==> src/rtl/if_fetch.sv <==
// Instruction-fetch front end: issues in-order ROM requests under a 2-entry credit
// budget, buffers returned instructions with their PCs, and flushes on redirect.
module if_fetch #(
  parameter logic [31:0] RESET_PC = 32'h1C00_0000
) (
  input  logic        cpu_clk,
  input  logic        cpu_rst,
  input  logic        jump_en,
  input  logic [31:0] npc,
  output logic        irom_req,
  output logic [31:0] irom_addr,
  input  logic        irom_gnt,
  input  logic        irom_rvalid,
  input  logic [31:0] irom_rdata,
  output logic        if_valid,
  output logic [31:0] if_pc,
  output logic [31:0] if_inst,
  input  logic        id_ready
);

  logic [31:0] fetch_pc_r;
  logic [31:0] pcq_r [2];
  logic        pcq_wr_r;
  logic        pcq_rd_r;
  logic [1:0]  outstanding_r;
  logic [1:0]  drop_cnt_r;
  logic [31:0] fifo_pc_r [2];
  logic [31:0] fifo_inst_r [2];
  logic        fifo_wr_r;
  logic        fifo_rd_r;
  logic [1:0]  fifo_cnt_r;

  logic        pop_s;
  logic        grant_s;
  logic        resp_push_s;
  logic [2:0]  credit_s;

  // Credit check: in-flight requests plus buffered entries must leave a slot for every response.
  always_comb begin
    pop_s       = (fifo_cnt_r != 2'd0) && id_ready;
    credit_s    = {1'b0, outstanding_r} + {1'b0, fifo_cnt_r} - {2'b00, pop_s};
    irom_req    = !cpu_rst && !jump_en && (credit_s < 3'd2);
    grant_s     = irom_req && irom_gnt;
    resp_push_s = irom_rvalid && (drop_cnt_r == 2'd0);
  end

  assign irom_addr = fetch_pc_r;
  assign if_valid  = (fifo_cnt_r != 2'd0);
  assign if_pc     = fifo_pc_r[fifo_rd_r];
  assign if_inst   = fifo_inst_r[fifo_rd_r];

  // Fetch PC, request tracking, drop accounting and output buffer.
  always_ff @(posedge cpu_clk) begin
    if (cpu_rst) begin
      fetch_pc_r    <= RESET_PC;
      pcq_wr_r      <= 1'b0;
      pcq_rd_r      <= 1'b0;
      outstanding_r <= 2'd0;
      drop_cnt_r    <= 2'd0;
      fifo_wr_r     <= 1'b0;
      fifo_rd_r     <= 1'b0;
      fifo_cnt_r    <= 2'd0;
    end else if (jump_en) begin
      // Everything still in flight after this cycle belongs to the abandoned path.
      fetch_pc_r    <= {npc[31:2], 2'b00};
      drop_cnt_r    <= outstanding_r - {1'b0, irom_rvalid};
      outstanding_r <= outstanding_r - {1'b0, irom_rvalid};
      if (irom_rvalid) begin
        pcq_rd_r <= ~pcq_rd_r;
      end
      fifo_wr_r  <= 1'b0;
      fifo_rd_r  <= 1'b0;
      fifo_cnt_r <= 2'd0;
    end else begin
      if (grant_s) begin
        pcq_r[pcq_wr_r] <= fetch_pc_r;
        pcq_wr_r        <= ~pcq_wr_r;
        fetch_pc_r      <= fetch_pc_r + 32'd4;
      end
      outstanding_r <= outstanding_r + {1'b0, grant_s} - {1'b0, irom_rvalid};
      if (irom_rvalid) begin
        pcq_rd_r <= ~pcq_rd_r;
        if (drop_cnt_r != 2'd0) begin
          drop_cnt_r <= drop_cnt_r - 2'd1;
        end
      end
      if (resp_push_s) begin
        fifo_pc_r[fifo_wr_r]   <= pcq_r[pcq_rd_r];
        fifo_inst_r[fifo_wr_r] <= irom_rdata;
        fifo_wr_r              <= ~fifo_wr_r;
      end
      if (pop_s) begin
        fifo_rd_r <= ~fifo_rd_r;
      end
      fifo_cnt_r <= fifo_cnt_r + {1'b0, resp_push_s} - {1'b0, pop_s};
    end
  end

endmodule

==> config.mk <==
export PLATFORM = sky130hd
export DESIGN_NAME = if_fetch
export DESIGN_NICKNAME = d
export VERILOG_FILES = /design/src/rtl/if_fetch.sv
export SDC_FILE = /design/constraint.sdc
export NUM_CORES = 1
export LEC_CHECK = 0
export ABC_AREA = 1
export CAP_MARGIN = 20
export CORE_MARGIN = 2
export CORE_UTILIZATION = 55
export DETAILED_ROUTE_END_ITERATION = 12
export PLACE_DENSITY = 0.83
export RECOVER_POWER = 50
export SLEW_MARGIN = 15
export SYNTH_ARGS = -nofsm -noshare
export SYNTH_HDL_FRONTEND = slang
export SYNTH_SLANG_ARGS = --single-unit
export TNS_END_PERCENT = 5
==> constraint.sdc <==
create_clock -name cpu_clk -period 18.9 [get_ports cpu_clk]
set_input_delay 3.78 -clock cpu_clk [delete_from_list [all_inputs] [get_ports cpu_clk]]
set_output_delay 3.78 -clock cpu_clk [all_outputs]
set_load 0.01 [all_outputs]
# --- Word-level counts from Yosys, hierarchy flattened ---
# Memories as Yosys holds them, arrays and structs flattened. A register that Yosys moved wholly into a read port is not among the register bits.
# Cells that the tools add are included.
totals:
  reg_bits: 42
  mem_bits_rw: 192
  input_bits: 70
  output_inout_bits: 98
  n_memories: 3
classes:
  n_addsub: 9
  magnitude_cmp: 1
  muxes: 20
  bitwise: 5
  reduce_logical: 16
mem_list:
  columns: ["memory", "words", "word_bits", "rd", "rd_ports_with_merged_regs", "wr", "line_no", "source"]
  rows:
  - ["fifo_inst_r", 2, 32, 1, 1, 1, "28", "logic [31:0] fifo_inst_r [2];"]
  - ["fifo_pc_r", 2, 32, 1, 1, 1, "27", "logic [31:0] fifo_pc_r [2];"]
  - ["pcq_r", 2, 32, 1, 1, 1, "22", "logic [31:0] pcq_r [2];"]
ops:
  columns: ["cell", "n"]
  rows:
  - ["32-bit two-way mux", 2]
  - ["32-bit by 3-bit adder with 32-bit output, second input constant", 1]
  - ["1-bit two-way mux", 14]
  - ["2-bit nonzero test", 5]
  - ["2-bit two-way mux", 4]
  - ["2-bit by 1-bit subtractor with 2-bit output", 3]
  - ["1-bit logical AND", 5]
  - ["1-bit inverter", 5]
  - ["2-bit by 1-bit adder with 2-bit output", 2]
  - ["2-bit AND reduction", 2]
  - ["2-bit by 2-bit adder with 3-bit output", 1]
  - ["3-bit by 2-bit < comparator with 1-bit output, second input constant", 1]
  - ["3-bit by 1-bit subtractor with 3-bit output", 1]
  - ["1-bit zero test", 2]
  - ["2-bit zero test", 1]
  - ["2-bit OR reduction", 1]
  - ["2-bit by 1-bit subtractor with 2-bit output, second input constant", 1]

# --- Depth between registers and ports, before layout ---
logic_depth:
  depth_word: 10
  ltp_mapped: 19

# --- Worst setup path after synthesis ---
# OpenSTA, ideal clock, no wires.
synth_path:
  path_kind: "in2reg"
  from: "input jump_en"
  to: "memory fifo_inst_r[1][0], enable pin"
  setup_time_ps: 558
  arrival_time_ps: 8492
  setup_slack_ps: 9849
  path_stages: 5
  path_cell_list: "buf_4 clkinv_4 nand2_2 clkbuf_1 nor3_1"
synth_via:
  elab_chain_len: 3
synth_rtl:
  columns: ["item", "line_no", "source"]
  rows:
  - ["from (decl)", "8", "input logic jump_en,"]
  - ["1-bit two-way mux", "63", "end else if (jump_en) begin"]
  - ["1-bit two-way mux", "54", "if (cpu_rst) begin"]
  - ["1-bit two-way mux (implied by the code)", "89", "fifo_inst_r[fifo_wr_r] <= irom_rdata;"]
  - ["to (decl)", "28", null]
# Every way passes these cells.

# --- Worst setup path after layout ---
layout_path:
  from: "input cpu_rst"
  to: "output irom_req"
layout_via:
  elab_chain_len: 3
layout_rtl:
  columns: ["item", "line_no", "source"]
  rows:
  - ["from (decl)", "7", "input logic cpu_rst,"]
  - ["1-bit zero test", "42", "irom_req = !cpu_rst && !jump_en && (credit_s < 3'd2);"]
  - ["1-bit logical AND (2 in a row)", "42", null]
  - ["to (decl)", "10", "output logic irom_req,"]
# Every way passes these cells.

==> results.cfg <==
[status]
status = finished, final reports clean

[synth]
yosysUniqueCellTypes = 34
synth.top_cell.area_share_pct = 58.6
ys_seq_area_share_pct = 67.5
ys_ff_latch = 226
synth.top_cells.by_count = edfxtp_1 (184), nand2_1 (153), mux2_2 (92), inv_1 (59), nor2_1 (48)
synth_area_per_cell_um2 = 12.6
ys_async_sr_fraction_pct = 0
yosysMostFrequentCell = edfxtp_1
netlist_instances = 747
synth_area_leader_cell = edfxtp_1
synth-edff-count = 184
syn_area_mm2 = 0.00943
ys_warn_count = 0
synthFlopType = edfxtp_1
synth_area_leaders = edfxtp_1 (59%), mux2_2 (11%), dfxtp_1 (8.9%)

[worst_setup_path]
cp.arrival_ps = 7010
crit_type = in2out
r2r_cells = 16
crit_path_start_kind = input pin
critPathRequiredTime_ps = 15120
critPathMaxFanout = 24
endpoint_kind = primary output

[cts]
post_cts_buffers = 0
clk_path_buf_depth = 3
path_clk_slew_ps = 60
clkSinkCount = 226
cts_made_buffers = 23
root_buffer = clkbuf_16
cts-resized-gates = 0
clk_latency_ps = 490
cts_tree = done
hold_buffers = 0
h-tree-depth = 1

[routing]
dr.max_layer_used = met4
first_pass_iters = 5
drt_iter0_drc = 409
routed_wirelength_um = 19000
met2WireLength_um = 9440
drtAntennaViolNets = 0
post_drt_wl_per_cell_um = 16.5
vias = 6068
route.met3.wl_um = 1390
avgViaCountPerCell = 5.26
drc = 0
met1_length_um = 7620

[floorplanning]
initial_core_util_pct = 56.6
core-area_mm2 = 0.0166
die_area_mm2 = 0.0182
fp.dieW_um = 135
ios = 168
rows = 47
die_h_um = 135

[pwr]
internal-power_uw = 841
power.switching_uw = 232
powerDensity_mw_per_mm2 = 90.1
p_leak_uw = 0.00429
swShare_pct = 21.6
irDropWorstVdd_mv = 0.0852
p_comb_share_pct = 8.6
clkPwrFrac_pct = 38.4
seqPwrFrac_pct = 53.0

[sta]
fmax_ghz = 0.0927
rsz0062_at_grt = false
setup_tns_ps = 0
finalSetupViolCount = 0
worst_pin_slew_ps = 1260
min_period_ps = 10790
finalCritPeriodShare_pct = 57.1
report.final.slew_viol_count = 0
slew_headroom_pct = 15.8
final.setup_skew_ps = 15.4
hold_viol_final = 0

[hold_path]
hold_path_depth = 2
hold_class = reg2reg

[global_routing]
grt-ovfl-total = 0
grt_use_total_pct = 20.9
grt_pass1_wl_um = 30000
grt_pass1_vias = 6019
grt_start_max_net_pins = 63
antenna_found_initial = 0

[flow_run]
cap_viol_max_count = 0

[finish]
drive_gt1_share_pct = 13.3
fin_nets = 995
insertedDiodeCount = 0
syn2layout_area_growth_pct = 26.3
final_area_mm2 = 0.0119
post-route-util_pct = 71.5

[placed_design]
routabilityCongestion = 0.840
port_buffers = 161
dp_hpwl_um = 12400
place_area_mm2 = 0.0112
[logic make-up after synthesis]
group           synth area share (%)
xor+xnor                        1.12
flops                           67.5
mux                             11.0
buf+inv                         4.38
fa+ha+maj                       1.14
other cells                   0.0398
compound gates                  3.29
simple gates                    11.5
[critical path, stage by stage]
cell             delay, ps
dlygate4sd3_1          520
clkbuf_1               920
inv_1                  560
nand2_1                580
nor2_4                  50
nand2_1                 70
inv_1                   40
clkdlybuf4s50_1        480
[worst paths after layout]
path | startpoint | to | slack [ps]
worst max-delay path | cpu_rst | irom_req | 8110
worst min-delay path | fifo_wr_r | fifo_wr_r | 470
worst max register to register | fifo_cnt_r[1] | irom_addr[17] | 15350
worst min register to register | fifo_wr_r | fifo_wr_r | 470
[power by group through the flow]
stage                     clock, uW  combinational [uW]  sequential [uW]
after floorplan                   0                52.1              576
after global placement            0                95.3              578
after detailed placement          0                97.9              579
after CTS                       421                98.7              568
after global routing            439                 102              570
final                           412                92.5              568
[routing by layer]
metal	track usage (%)	vias to the layer above
li1	-	2924
met1	25.5	2904
met2	36.8	202
met3	4.02	38
met4	7.84	0
met5	0	-
[sequential cells by signal, indices dropped and copies added (netlist names), named ones only]
name,flops
drop_cnt_r,2
fifo_cnt_r,2
fifo_inst_r,64
fifo_pc_r,60
fifo_rd_r,1
fifo_wr_r,1
irom_addr,30
outstanding_r,2
pcq_r,60
pcq_rd_r,1
pcq_wr_r,1
[final cells by class]
type                            count  area (um^2)
Tap cell                          220          275
Sequential cell                   226         6370
Clock inverter                      8         66.3
Timing Repair Buffer              169         1670
Clock buffer                       33          613
Multi-Input combinational cell    430         2650
Fill cell                        1146         4740
Inverter                           67          258
[placed cells by master, fill, tap and decap left out, types with 2 or more instances in the layout]
master and count:
or2_2 3, buf_4 5, dfxtp_1 41, conb_1 4, edfxtp_1 184, nand4_1 4
clkinv_2 4, o21ai_0 23, dlygate4sd3_1 64, nand2_1 155, a21oi_1 25, mux2_1 21
nand3b_1 2, xor2_1 5, ha_1 7, clkbuf_16 23, clkinv_4 2, inv_2 4
clkinv_1 2, clkbuf_1 12, nor3_1 3, nand3_1 36, o21bai_1 2, clkdlybuf4s50_1 97
xnor2_1 7, nor2_1 46, a31oi_1 5, mux2_2 71, inv_1 61, nor2_4 4
[through the flow]
stage	power, uW	hold slack (ps)	instances	setup slack (ps)
3_3_place_gp	673	453	1111	8810
3_5_place_dp	677	469	1111	8750
6_report	1070	473	1153	8110
4_1_cts	1090	478	1152	8740
2_1_floorplan	628	445	750	9850
5_1_grt	1110	514	1153	7850
Power figures use the tool's default switching activity.
==> RTL change: new RTL, same flow settings <==
The parameter `RESET_PC` goes from 32'h1C00_0000 to 32'h0E000000.
--- a/src/rtl/if_fetch.sv
+++ b/src/rtl/if_fetch.sv
@@ -3,3 +3,3 @@
 module if_fetch #(
-  parameter logic [31:0] RESET_PC = 32'h1C00_0000
+  parameter logic [31:0] RESET_PC = 32'h0E000000
 ) (
Formal check against the unedited RTL: not equivalent (Yosys sat finds a counterexample within 4 cycles, from zero or initial values and one cycle with cpu_rst high).
==> RTL change against the unedited design <==
  * Via count is 2.3% higher
  * Power increased by 3.0%
  * Count of clock-buffer cells in the layout down 2
  * Setup slack got worse by 81 ps
  * The run now ends with max-capacitance violations, max-slew violations left
  * Fmax down 0.74%
  * Area after synthesis grew 0.98%
  * Wire length grew 4.9%
  * Final area up 1.3%
  * Largest cell class unchanged
  * Synthesized cell count is 2.4% higher
  * Sequential cell count did not move
==> RTL change: results (changes against the unedited design) <==
fill_cells: 1216  # was 1,146
synth_commonest_cells: "184 x edfxtp_1, 163 x nand2_1, 92 x mux2_2, 63 x inv_1, 49 x nor2_1"  # was 184 x edfxtp_1, 153 x nand2_1, 92 x mux2_2, 59 x inv_1, 48 x nor2_1
wl_per_cell_um: 16.9  # was 16.5 um
grtUsageMet3_pct: 4.56  # was 4.02%
drive_gt1_share_pct: 14.6  # was 13.3%
max_freq_ghz: 0.0920  # was 0.0927 GHz
dpl_cell_area_mm2: 0.0113  # was 0.0112 mm2
clk-power_uw: 440  # was 412 uW
maxCapViolCount: 2  # was 0
clk_latency_ps: 510  # was 490 ps
drt_iter0_markers: 388  # was 409
finalMaxSlewViolations: 66  # was 0
dp_hpwl_um: 12700  # was 12,400 um
ys_types: 37  # was 34
dp.cells: 1136  # was 1,111
grt_pass1_wl_um: 31200  # was 30,000 um
wl_met2_um: 9880  # was 9440 um
synthAdderAreaFrac_pct: 1.13  # was 1.14%
synthMuxAreaShare_pct: 10.9  # was 11.0%
dp_slack_ps: 9190  # was 8750 ps
violations: "max-capacitance violations, max-slew violations"
vias: 6209  # was 6,068
status: "complete, but fails checks"  # was finished, final reports clean
cp_max_fo: 27  # was 24
wl_met1_um: 8130  # was 7620 um
max_stage_delay_ps: 1010  # was 920 ps
synth_xor_xnor_area_share_pct: 1.29  # was 1.12%
synthTopCellsByArea: "edfxtp_1 58%, mux2_2 11%, dfxtp_1 8.8%"  # was edfxtp_1 59%, mux2_2 11%, dfxtp_1 8.9%
grt.met1_usage_pct: 27.0  # was 25.5%
synth_seq_area_share_pct: 66.9  # was 67.5%
cp.arrival_ps: 7090  # was 7010 ps
RTL change: changes by cell type in the layout (fill, tap and decap cells not counted), sizes merged, moves of 3 or more:
cell | unedited run | this run
nand2 | 156 | 168
nand4 | 4 | 1
a21oi | 25 | 29
o21ai | 24 | 16
nor2 | 51 | 57
nand3 | 36 | 44
RTL change: cell type report:
cell class	instances	area (um2)	area share, %
Multi-Input combinational cell	448	2740	22.8
Tap cell	225	282	2.34
Sequential cell	226	6370	52.8
Inverter	67	254	2.11
Clock inverter	11	85.1	0.706
Clock buffer	31	657	5.45
Timing Repair Buffer	170	1660	13.8
RTL change: metrics by stage:
stage	hold slack, ps	total power, uW
2_1_floorplan	445	631
3_3_place_gp	452	677
3_5_place_dp	460	680
4_1_cts	469	1120
5_1_grt	491	1150
6_report	470	1110
RTL change: worst min-delay path: stages, from the launching register on:
cell and delay, ps:
dfxtp_1 310, nand2_1 60, a21oi_1 60
